<file path="src/rtl/mod2243_pkg.sv">
// -----------------------------------------------------------------------------
// mod2243_pkg
// Shared constants and types for the mod-2243 multiplier front end.
//   Q          : modulus used for operand pre-reduction (2243)
//   AW         : operand width (12)
//   PW         : product width (23); 2242*2242 = 5026564 < 2^23
//   RUN_CYCLES : number of shift-add iterations (one per operand bit)
//   state_t    : FSM encoding {IDLE, RUN, DONE}
// -----------------------------------------------------------------------------
package mod2243_pkg;

    localparam int Q          = 2243;
    localparam int AW         = 12;
    localparam int PW         = 23;
    localparam int RUN_CYCLES = 12;
    localparam int CW         = 4;

    // Modulus and final iteration index at the widths they are compared against.
    localparam logic [AW-1:0] Q_W      = AW'(Q);
    localparam logic [CW-1:0] LAST_CNT = CW'(RUN_CYCLES - 1);

    typedef enum logic [1:0] {
        IDLE,
        RUN,
        DONE
    } state_t;

endpackage

</file>
<file path="src/rtl/cond_sub_2243.sv">
// -----------------------------------------------------------------------------
// cond_sub_2243
// Single conditional subtract that maps any 12-bit value into [0, Q-1].
// One subtraction suffices because 4095 - 2243 = 1852 < Q.
//   i_x : AW-bit input, any value
//   o_y : AW-bit output, i_x >= Q ? i_x - Q : i_x
// -----------------------------------------------------------------------------
module cond_sub_2243
    import mod2243_pkg::*;
(
    input  logic [AW-1:0] i_x,
    output logic [AW-1:0] o_y
);

    logic w_ge;

    assign w_ge = (i_x >= Q_W);
    assign o_y  = w_ge ? (i_x - Q_W) : i_x;

endmodule

</file>
<file path="src/rtl/serial_modmul_2243_front.sv">
// -----------------------------------------------------------------------------
// serial_modmul_2243_front
// Constant-time shift-add multiplier feeding the mod-2243 Barrett reducer.
// Operands are pre-reduced into [0, Q-1] at capture, then multiplied over
// exactly RUN_CYCLES iterations regardless of operand values.
//   clk       : rising-edge clock
//   rst       : asynchronous active-high reset
//   in_valid  : operand pair valid
//   in_ready  : operands accepted this cycle (IDLE, or DONE while out_ready)
//   a, b      : AW-bit operands, any value
//   out_valid : out_prod valid
//   out_ready : downstream accepts out_prod
//   out_prod  : PW-bit product a' * b', held until the next result is ready
// -----------------------------------------------------------------------------
module serial_modmul_2243_front
    import mod2243_pkg::*;
(
    input  logic          clk,
    input  logic          rst,
    input  logic          in_valid,
    output logic          in_ready,
    input  logic [AW-1:0] a,
    input  logic [AW-1:0] b,
    output logic          out_valid,
    input  logic          out_ready,
    output logic [PW-1:0] out_prod
);

    state_t        r_state;
    logic [PW-1:0] r_acc;
    logic [PW-1:0] r_prod;
    logic [CW-1:0] r_cnt;
    logic [AW-1:0] r_a;
    logic [AW-1:0] r_b;
    logic          r_out_valid;

    logic [AW-1:0] w_a_red;
    logic [AW-1:0] w_b_red;
    logic [PW-1:0] w_addend;
    logic [PW-1:0] w_acc_next;
    logic          w_in_ready;
    logic          w_accept;

    cond_sub_2243 u_sub_a (
        .i_x (a),
        .o_y (w_a_red)
    );

    cond_sub_2243 u_sub_b (
        .i_x (b),
        .o_y (w_b_red)
    );

    // Partial product for the current multiplier bit. r_b is shifted right each
    // iteration, so bit 0 always holds the bit matching weight 2^r_cnt.
    assign w_addend   = r_b[0] ? ({{(PW-AW){1'b0}}, r_a} << r_cnt) : '0;
    assign w_acc_next = r_acc + w_addend;

    // NOTE: a default assignment before the case keeps every path driven, so no
    // latch is inferred for states that do not mention the signal.
    always_comb begin
        w_in_ready = 1'b0;
        case (r_state)
            IDLE:    w_in_ready = 1'b1;
            DONE:    w_in_ready = out_ready;
            default: w_in_ready = 1'b0;
        endcase
    end

    assign w_accept = in_valid & w_in_ready;

    // NOTE: all state is updated with non-blocking assignments so every register
    // samples the pre-edge values, independent of statement order in this block.
    always_ff @(posedge clk or posedge rst) begin
        if (rst) begin
            r_state     <= IDLE;
            r_acc       <= '0;
            r_prod      <= '0;
            r_cnt       <= '0;
            r_a         <= '0;
            r_b         <= '0;
            r_out_valid <= 1'b0;
        end else begin
            case (r_state)
                IDLE: begin
                    if (w_accept) begin
                        r_a     <= w_a_red;
                        r_b     <= w_b_red;
                        r_acc   <= '0;
                        r_cnt   <= '0;
                        r_state <= RUN;
                    end
                end

                RUN: begin
                    // No early exit when r_b reaches zero: latency must not
                    // depend on operand values.
                    r_acc <= w_acc_next;
                    r_b   <= r_b >> 1;
                    r_cnt <= r_cnt + 1'b1;
                    if (r_cnt == LAST_CNT) begin
                        r_prod      <= w_acc_next;
                        r_out_valid <= 1'b1;
                        r_state     <= DONE;
                    end
                end

                DONE: begin
                    // w_accept here equals in_valid & out_ready, so a new pair
                    // is captured on the same edge the result is consumed.
                    if (out_ready) begin
                        r_out_valid <= 1'b0;
                        if (w_accept) begin
                            r_a     <= w_a_red;
                            r_b     <= w_b_red;
                            r_acc   <= '0;
                            r_cnt   <= '0;
                            r_state <= RUN;
                        end else begin
                            r_state <= IDLE;
                        end
                    end
                end

                default: begin
                    r_state     <= IDLE;
                    r_out_valid <= 1'b0;
                end
            endcase
        end
    end

    assign in_ready  = w_in_ready;
    assign out_valid = r_out_valid;
    assign out_prod  = r_prod;

endmodule

</file>
<file path="config.mk">
export PLATFORM = sky130hd
export DESIGN_NAME = serial_modmul_2243_front
export DESIGN_NICKNAME = d
export VERILOG_FILES = /design/src/rtl/mod2243_pkg.sv /design/src/rtl/cond_sub_2243.sv /design/src/rtl/serial_modmul_2243_front.sv
export SDC_FILE = /design/constraint.sdc
export NUM_CORES = 1
export LEC_CHECK = 0
export CORE_MARGIN = 2
export CORE_UTILIZATION = 55
export CTS_CLUSTER_DIAMETER = 80
export DETAILED_ROUTE_END_ITERATION = 16
export PLACE_DENSITY = 0.78
export SLEW_MARGIN = 20
export SYNTH_ARGS = -nofsm -noshare
export SYNTH_HDL_FRONTEND = slang
export SYNTH_SLANG_ARGS = --single-unit
</file>
<file path="constraint.sdc">
create_clock -name clk -period 6 [get_ports clk]
set_input_delay 1.2 -clock clk [delete_from_list [all_inputs] [get_ports clk]]
set_output_delay 1.2 -clock clk [all_outputs]
set_load 0.01 [all_outputs]
</file>
# ---- Word-level counts from Yosys, hierarchy flattened
# Cells that the tools add are included.
dict set report word_totals {
  in_bits 28
  mem_bits_rw 0
  n_memories 0
  word_cells 54
  latch_bits 0
  mem_bits_ro 0
  reg_bits 77
  output_inout_bits 25
}
dict set report classes {
  reduce_logical 8
  order_cmp 2
  bitwise 2
  eq_ne 6
  muxes 24
  add_sub_neg 4
  n_div 0
  n_mul 0
  shifts 1
}
# cell count
set op_table {}
lappend op_table {{12-bit 2-to-1 mux} 6}
lappend op_table {{23-bit 2-to-1 mux} 3}
lappend op_table {{23-bit case mux with 3 select lines} 1}
lappend op_table {{12-bit case mux with 3 select lines} 1}
lappend op_table {{12-bit greater-or-equal comparator (second input constant)} 2}
lappend op_table {{12-bit case mux with 2 select lines} 1}
lappend op_table {{12-bit subtractor (second input constant)} 2}
lappend op_table {{23-bit adder} 1}
lappend op_table {{12-bit by 4-bit << shifter with 23-bit output} 1}
lappend op_table {{4-bit case mux with 3 select lines} 1}
lappend op_table {{4-bit 2-to-1 mux} 2}
lappend op_table {{2-bit 2-to-1 mux} 3}
lappend op_table {{2-bit inequality test (second input constant)} 3}
lappend op_table {{2-bit case mux with 3 select lines} 1}
lappend op_table {{2-bit AND reduction} 3}
lappend op_table {{3-bit AND reduction} 2}
lappend op_table {{4-bit by 1-bit adder with 4-bit output (second input constant)} 1}
lappend op_table {{4-bit equality test (second input constant)} 1}
lappend op_table {{1-bit 2-to-1 mux} 3}
lappend op_table {{1-bit case mux with 3 select lines} 1}
lappend op_table {{3-bit nonzero test} 1}
lappend op_table {{2-bit by 1-bit equality test with 1-bit output (second input constant)} 1}
lappend op_table {{2-bit equality test (second input constant)} 1}
lappend op_table {{2-bit logical NOT} 1}
lappend op_table {{other kinds (4)} 4}

# ---- Logic depth before layout (Yosys ltp)
dict set report logic_depth {
  word_depth 6
  depth_mapped 19
  mapped_depth_nobuf 17
}

# ---- By module
# From an unflattened synthesis, not the netlist that was laid out.
dict set report unflattened {
  cells_unflattened 662
  area_unflattened_um2 5530.3
}
# mod area_each_um2 n_inst seq_area_each_um2 cells_each
set by_module_without_submodules {}
lappend by_module_without_submodules {serial_modmul_2243_front 4909.7 1 1926.8 570}
lappend by_module_without_submodules {cond_sub_2243 310.3 2 0.0 46}

# ---- Worst setup path before layout
# OpenSTA, ideal clock, no wires.
dict set report synth_timing {
  kind {register to register}
  startpoint {reg r_cnt[1]}
  endpoint {reg r_prod[21], in the netlist out_prod[21]}
  arrival_ns 3.260
  setup_time_ns 0.125
  slack_ns 2.615
  path_stages_with_launch 20
  required_time_ns 5.875
  path_buffers 2
  cell_sequence {dfrtp_1 buf_2 buf_2 mux2i_1 nand2_1 o31a_1 nand2_1 o21ai_0 nand2_1 o21ai_0 and2_1 ha_1 a21oi_1 nor2_1 a211oi_1 o21ba_2 o211ai_1 a31oi_1 xnor2_1 mux2_2}
}
dict set report synth_between {
  elab_chain_cells 3
  word_cells_on_any_way 5
  classes_between {add/sub: 1; eq/ne: 1; shift: 1; mux: 1; reduce/logical: 1}
}
# item line_no
set synth_rtl {}
lappend synth_rtl {{start, declared} serial_modmul_2243_front.sv:32} ;# logic [CW-1:0] r_cnt;
lappend synth_rtl {{start signal, assigned} serial_modmul_2243_front.sv:100} ;# r_cnt <= r_cnt + 1'b1;
lappend synth_rtl {{12-bit by 4-bit << shifter with 23-bit output} serial_modmul_2243_front.sv:56} ;# assign w_addend = r_b[0] ? ({{(PW-AW){1'b0}}, r_a} << r_cnt) : '0;
lappend synth_rtl {{23-bit 2-to-1 mux} serial_modmul_2243_front.sv:56}
lappend synth_rtl {{23-bit adder} serial_modmul_2243_front.sv:57} ;# assign w_acc_next = r_acc + w_addend;
lappend synth_rtl {{end signal, assigned} serial_modmul_2243_front.sv:102} ;# r_prod <= w_acc_next;
lappend synth_rtl {{end, declared} serial_modmul_2243_front.sv:31} ;# logic [PW-1:0] r_prod;
# Parallel ways exist; a longest one is shown, timed or not.
# A chain may end at the register's enable or synchronous reset.

# ---- Final worst setup path
dict set report layout_timing {
  startpoint {reg r_cnt[1]}
  endpoint {reg r_acc[22]}
}
dict set report layout_between {
  elab_chain_cells 4
}
# item line_no
set layout_rtl {}
lappend layout_rtl {{12-bit by 4-bit << shifter with 23-bit output} serial_modmul_2243_front.sv:56}
lappend layout_rtl {{23-bit 2-to-1 mux} serial_modmul_2243_front.sv:56}
lappend layout_rtl {{23-bit adder} serial_modmul_2243_front.sv:57}
lappend layout_rtl {{23-bit case mux with 3 select lines} serial_modmul_2243_front.sv:84} ;# case (r_state)
lappend layout_rtl {{end signal, assigned} serial_modmul_2243_front.sv:98} ;# r_acc <= w_acc_next;
lappend layout_rtl {{end, declared} serial_modmul_2243_front.sv:30} ;# logic [PW-1:0] r_acc;
# No other way between the ends.

==> impl_metrics.toml <==
[logic_synthesis]
synth_top_area_share_pct = 38.9
synth_compound_area_share_pct = 19.8
ys.flop_type = "dfrtp_1"
synth.mux.area_fraction_pct = 4.93
yosysWarnings = 0
yosys.area_share.simple_pct = 19.8
yosysTopAreaCell = "dfrtp_1"
avgSynthCellArea_um2 = 8.58
ys_async_sr_fraction_pct = 100
synthXorXnorAreaFrac_pct = 7.25
syn-num-nets = 631
synth_edf_count = 0
synth_top_family_by_area = "compound AO/OA/AOI/OAI gates"
syn-cell-area_mm2 = 0.00495
ys_seq_area_share_pct = 38.9
synthTopCellsByArea = "dfrtp_1 (39%), nand2_1 (7.7%), o21ai_0 (7.6%)"
synthDistinctLibCells = 54
ys_seq_elements = 77
synthCells = 577
synth-adder-area-share_pct = 6.72

[die]
die_area_mm2 = 0.00978
start_util_pct = 56.8
die-width_um = 98.9
die_y_um = 98.9
core_mm2 = 0.00872
core.rowCount = 34
io_pins = 53

[setup_path]
crit_arrival_ns = 4.30
cp-endpoint = "r_acc[22]$_DFFE_PP0P_"
rrSetupSlack_ns = 1.91
crit_path_top_delay_cell = "dfrtp_1"
crit_path_cell_trace = "mux2_2, o21ai_0, mux2i_1, nor2b_1, ha_1, a21oi_1, o21a_1, o221a_4, or4_4, nand3_4, a31oi_4, xnor2_1, o21ai_1"
path_delay_family = "compound AO/OA/AOI/OAI gates"
reg2reg_depth = 13
crit_type = "reg2reg"
crit_fanout = 19
cp.buffers_inverters = 0
slowest_delay_ns = 0.77
startpoint_type = "flop"
r2r_end = "r_acc[22]$_DFFE_PP0P_"
path_depth = 13
required_ns = 6.21
crit_start = "r_cnt[1]$_DFFE_PP0P_"
reg2reg_from = "r_cnt[1]$_DFFE_PP0P_"
crit_path_end_kind = "flop"

[final_layout]
instances_no_fill = 731
layout_commonest_cell = "nand2_1"
layout_common_cells = "nand2_1 (102), dfrtp_1 (77), o21ai_0 (74), clkdlybuf4s50_1 (52), nor2_1 (32)"
seq_area_mm2 = 0.00193
drive_gt1_share_pct = 6.90
antenna_cells = 0
multi_input_area_mm2 = 0.00291
syn2layout_area_growth_pct = 15.6
layout.nets = 673
fill_cells = 770

[placement]
dpl.hpwl_um = 8230
dpl_worst_slack_ns = 2.05
io_buffers = 52
dp_cells = 716
gp_routability_congestion = 0.964

[pwr]
p_per_area_mw_per_mm2 = 547
peakVddDrop_uv = 213
leakagePower_uw = 0.00250

[sta]
maxSlewViolCount = 0
rsz0062_at_grt = "false"
fin_crit_sh_pct = 68.1
period_needed_ns = 4.09
setup_viol = 0
skew_ns = 0.0143
slew_headroom_pct = 50.9
max_freq_mhz = 245
timing_hold_violations_final = 0
finalSetupTns_ns = 0
fin_ws_ns = 1.91
tightest_slew_ns = 0.735

[detailed_routing]
drt_iter0_markers = 189
drc_errors = 0
via_count = 4217
wirelength_um = 11000
vias_per_cell = 5.77
first_pass_iters = 5
wl_per_cell_um = 15.1
ant_nets = 0

[status]
status = "finished, final reports clean"

[clock_network]
clk_latency_ns = 0.35
cts_resized = 0
cts.sinks = 77
clk_pin_slew_ns = 0.08
numCtsBuffers = 9
cts-root-buf = "clkbuf_8"
cts_tree = "built"
clockBufferDepth = 2
htree_num_levels = 3
post-cts-setup-buffer-count = 0
cts_hold_buf = 0

[job]
drv_cap = 0

[global_routing]
antenna_found_initial = 0
grt.total_usage_pct = 23.2
grt_overflow = 0
grt_max_degree = 58
grt_pass1_wl_um = 18600
first_global_vias = 4054

[worst_hold_path]
holdCritPathClass = "reg2reg"
==> report_power, final <==
group	internal (uW)	switching, uW
logic	788	1000
clock network	158	190
registers	765	225
==> area by class of cell <==
type,instances,area share [%]
Clock inverter,4,0.437
Sequential cell,77,33.6
Clock buffer,11,2.47
Timing Repair Buffer,58,9.88
Inverter,7,0.459
Tap cell,108,2.36
Multi-Input combinational cell,466,50.8
==> synthesized netlist by cell type, drive strengths merged, types with 5 or more instances <==
cell type	count
a31oi	11
mux2i	12
nand3	28
nor2b	13
xor2	16
xnor2	25
and3	9
clkbuf	23
inv	7
nand2	103
nor2	32
o21ai	80
and2	6
nor3	7
nand4	5
a21oi	31
ha	25
dfrtp	77
mux2	11
==> per-stage QoR <==
| step | instance area, um2 | utilization (%) | total power, uW | hold slack [ns] |
|---|---|---|---|---|
| 6_report | 5730 | 65.7 | 3130 | 0.478 |
| 3_3_place_gp | 5560 | 63.8 | 2690 | 0.461 |
| 2_1_floorplan | 4950 | - | 2240 | 0.451 |
| 3_5_place_dp | 5560 | 63.8 | 2770 | 0.470 |
| 4_1_cts | 5730 | 65.7 | 3120 | 0.486 |
| 5_1_grt | 5730 | 65.7 | 3390 | 0.502 |
==> worst min path at each step <==
stage	from	end	slack (ns)	depth (start not counted)
5_1_grt	out_prod[16]$_DFFE_PP0P_	out_prod[16]$_DFFE_PP0P_	0.50	2
2_1_floorplan	r_b[5]$_DFFE_PP0P_	r_b[4]$_DFFE_PP0P_	0.45	2
3_5_place_dp	out_prod[13]$_DFFE_PP0P_	out_prod[13]$_DFFE_PP0P_	0.47	2
3_3_place_gp	out_prod[15]$_DFFE_PP0P_	out_prod[15]$_DFFE_PP0P_	0.46	2
4_1_cts	out_prod[13]$_DFFE_PP0P_	out_prod[13]$_DFFE_PP0P_	0.49	2
6_report	out_prod[13]$_DFFE_PP0P_	out_prod[13]$_DFFE_PP0P_	0.48	2
==> flip-flops by register name (all words and copies together) (netlist names) <==
name / count
out_valid: 1
r_cnt: 4
out_prod: 23
r_b: 12
r_acc: 23
r_a: 12
r_state: 2
==> cell families after synthesis <==
group / after synthesis
and+or+nand+nor: 214
AOI/OAI and AO/OA: 162
DFF: 77
xor gates and xnor gates: 41
buffers and inverters: 34
adders and majority gates: 26
muxes: 23
==> tightest hold or removal path, delay by kind of cell (launching register included) <==
kind | cells | cell delay, ns
AO/OA/AOI/OAI | 1 | 0.05
flip-flops | 1 | 0.34
AND/OR/NAND/NOR | 1 | 0.04
==> routing by layer <==
metal,global-route usage [%],vias up,wire (um),share of wire [%]
met5,0,-,0,0
met4,6.53,0,143,1.3
met3,3.40,17,392,3.6
met2,40.9,97,5420,49
met1,29.6,1974,5080,46
li1,-,2129,-,-
(Power assumes the default switching activity.)
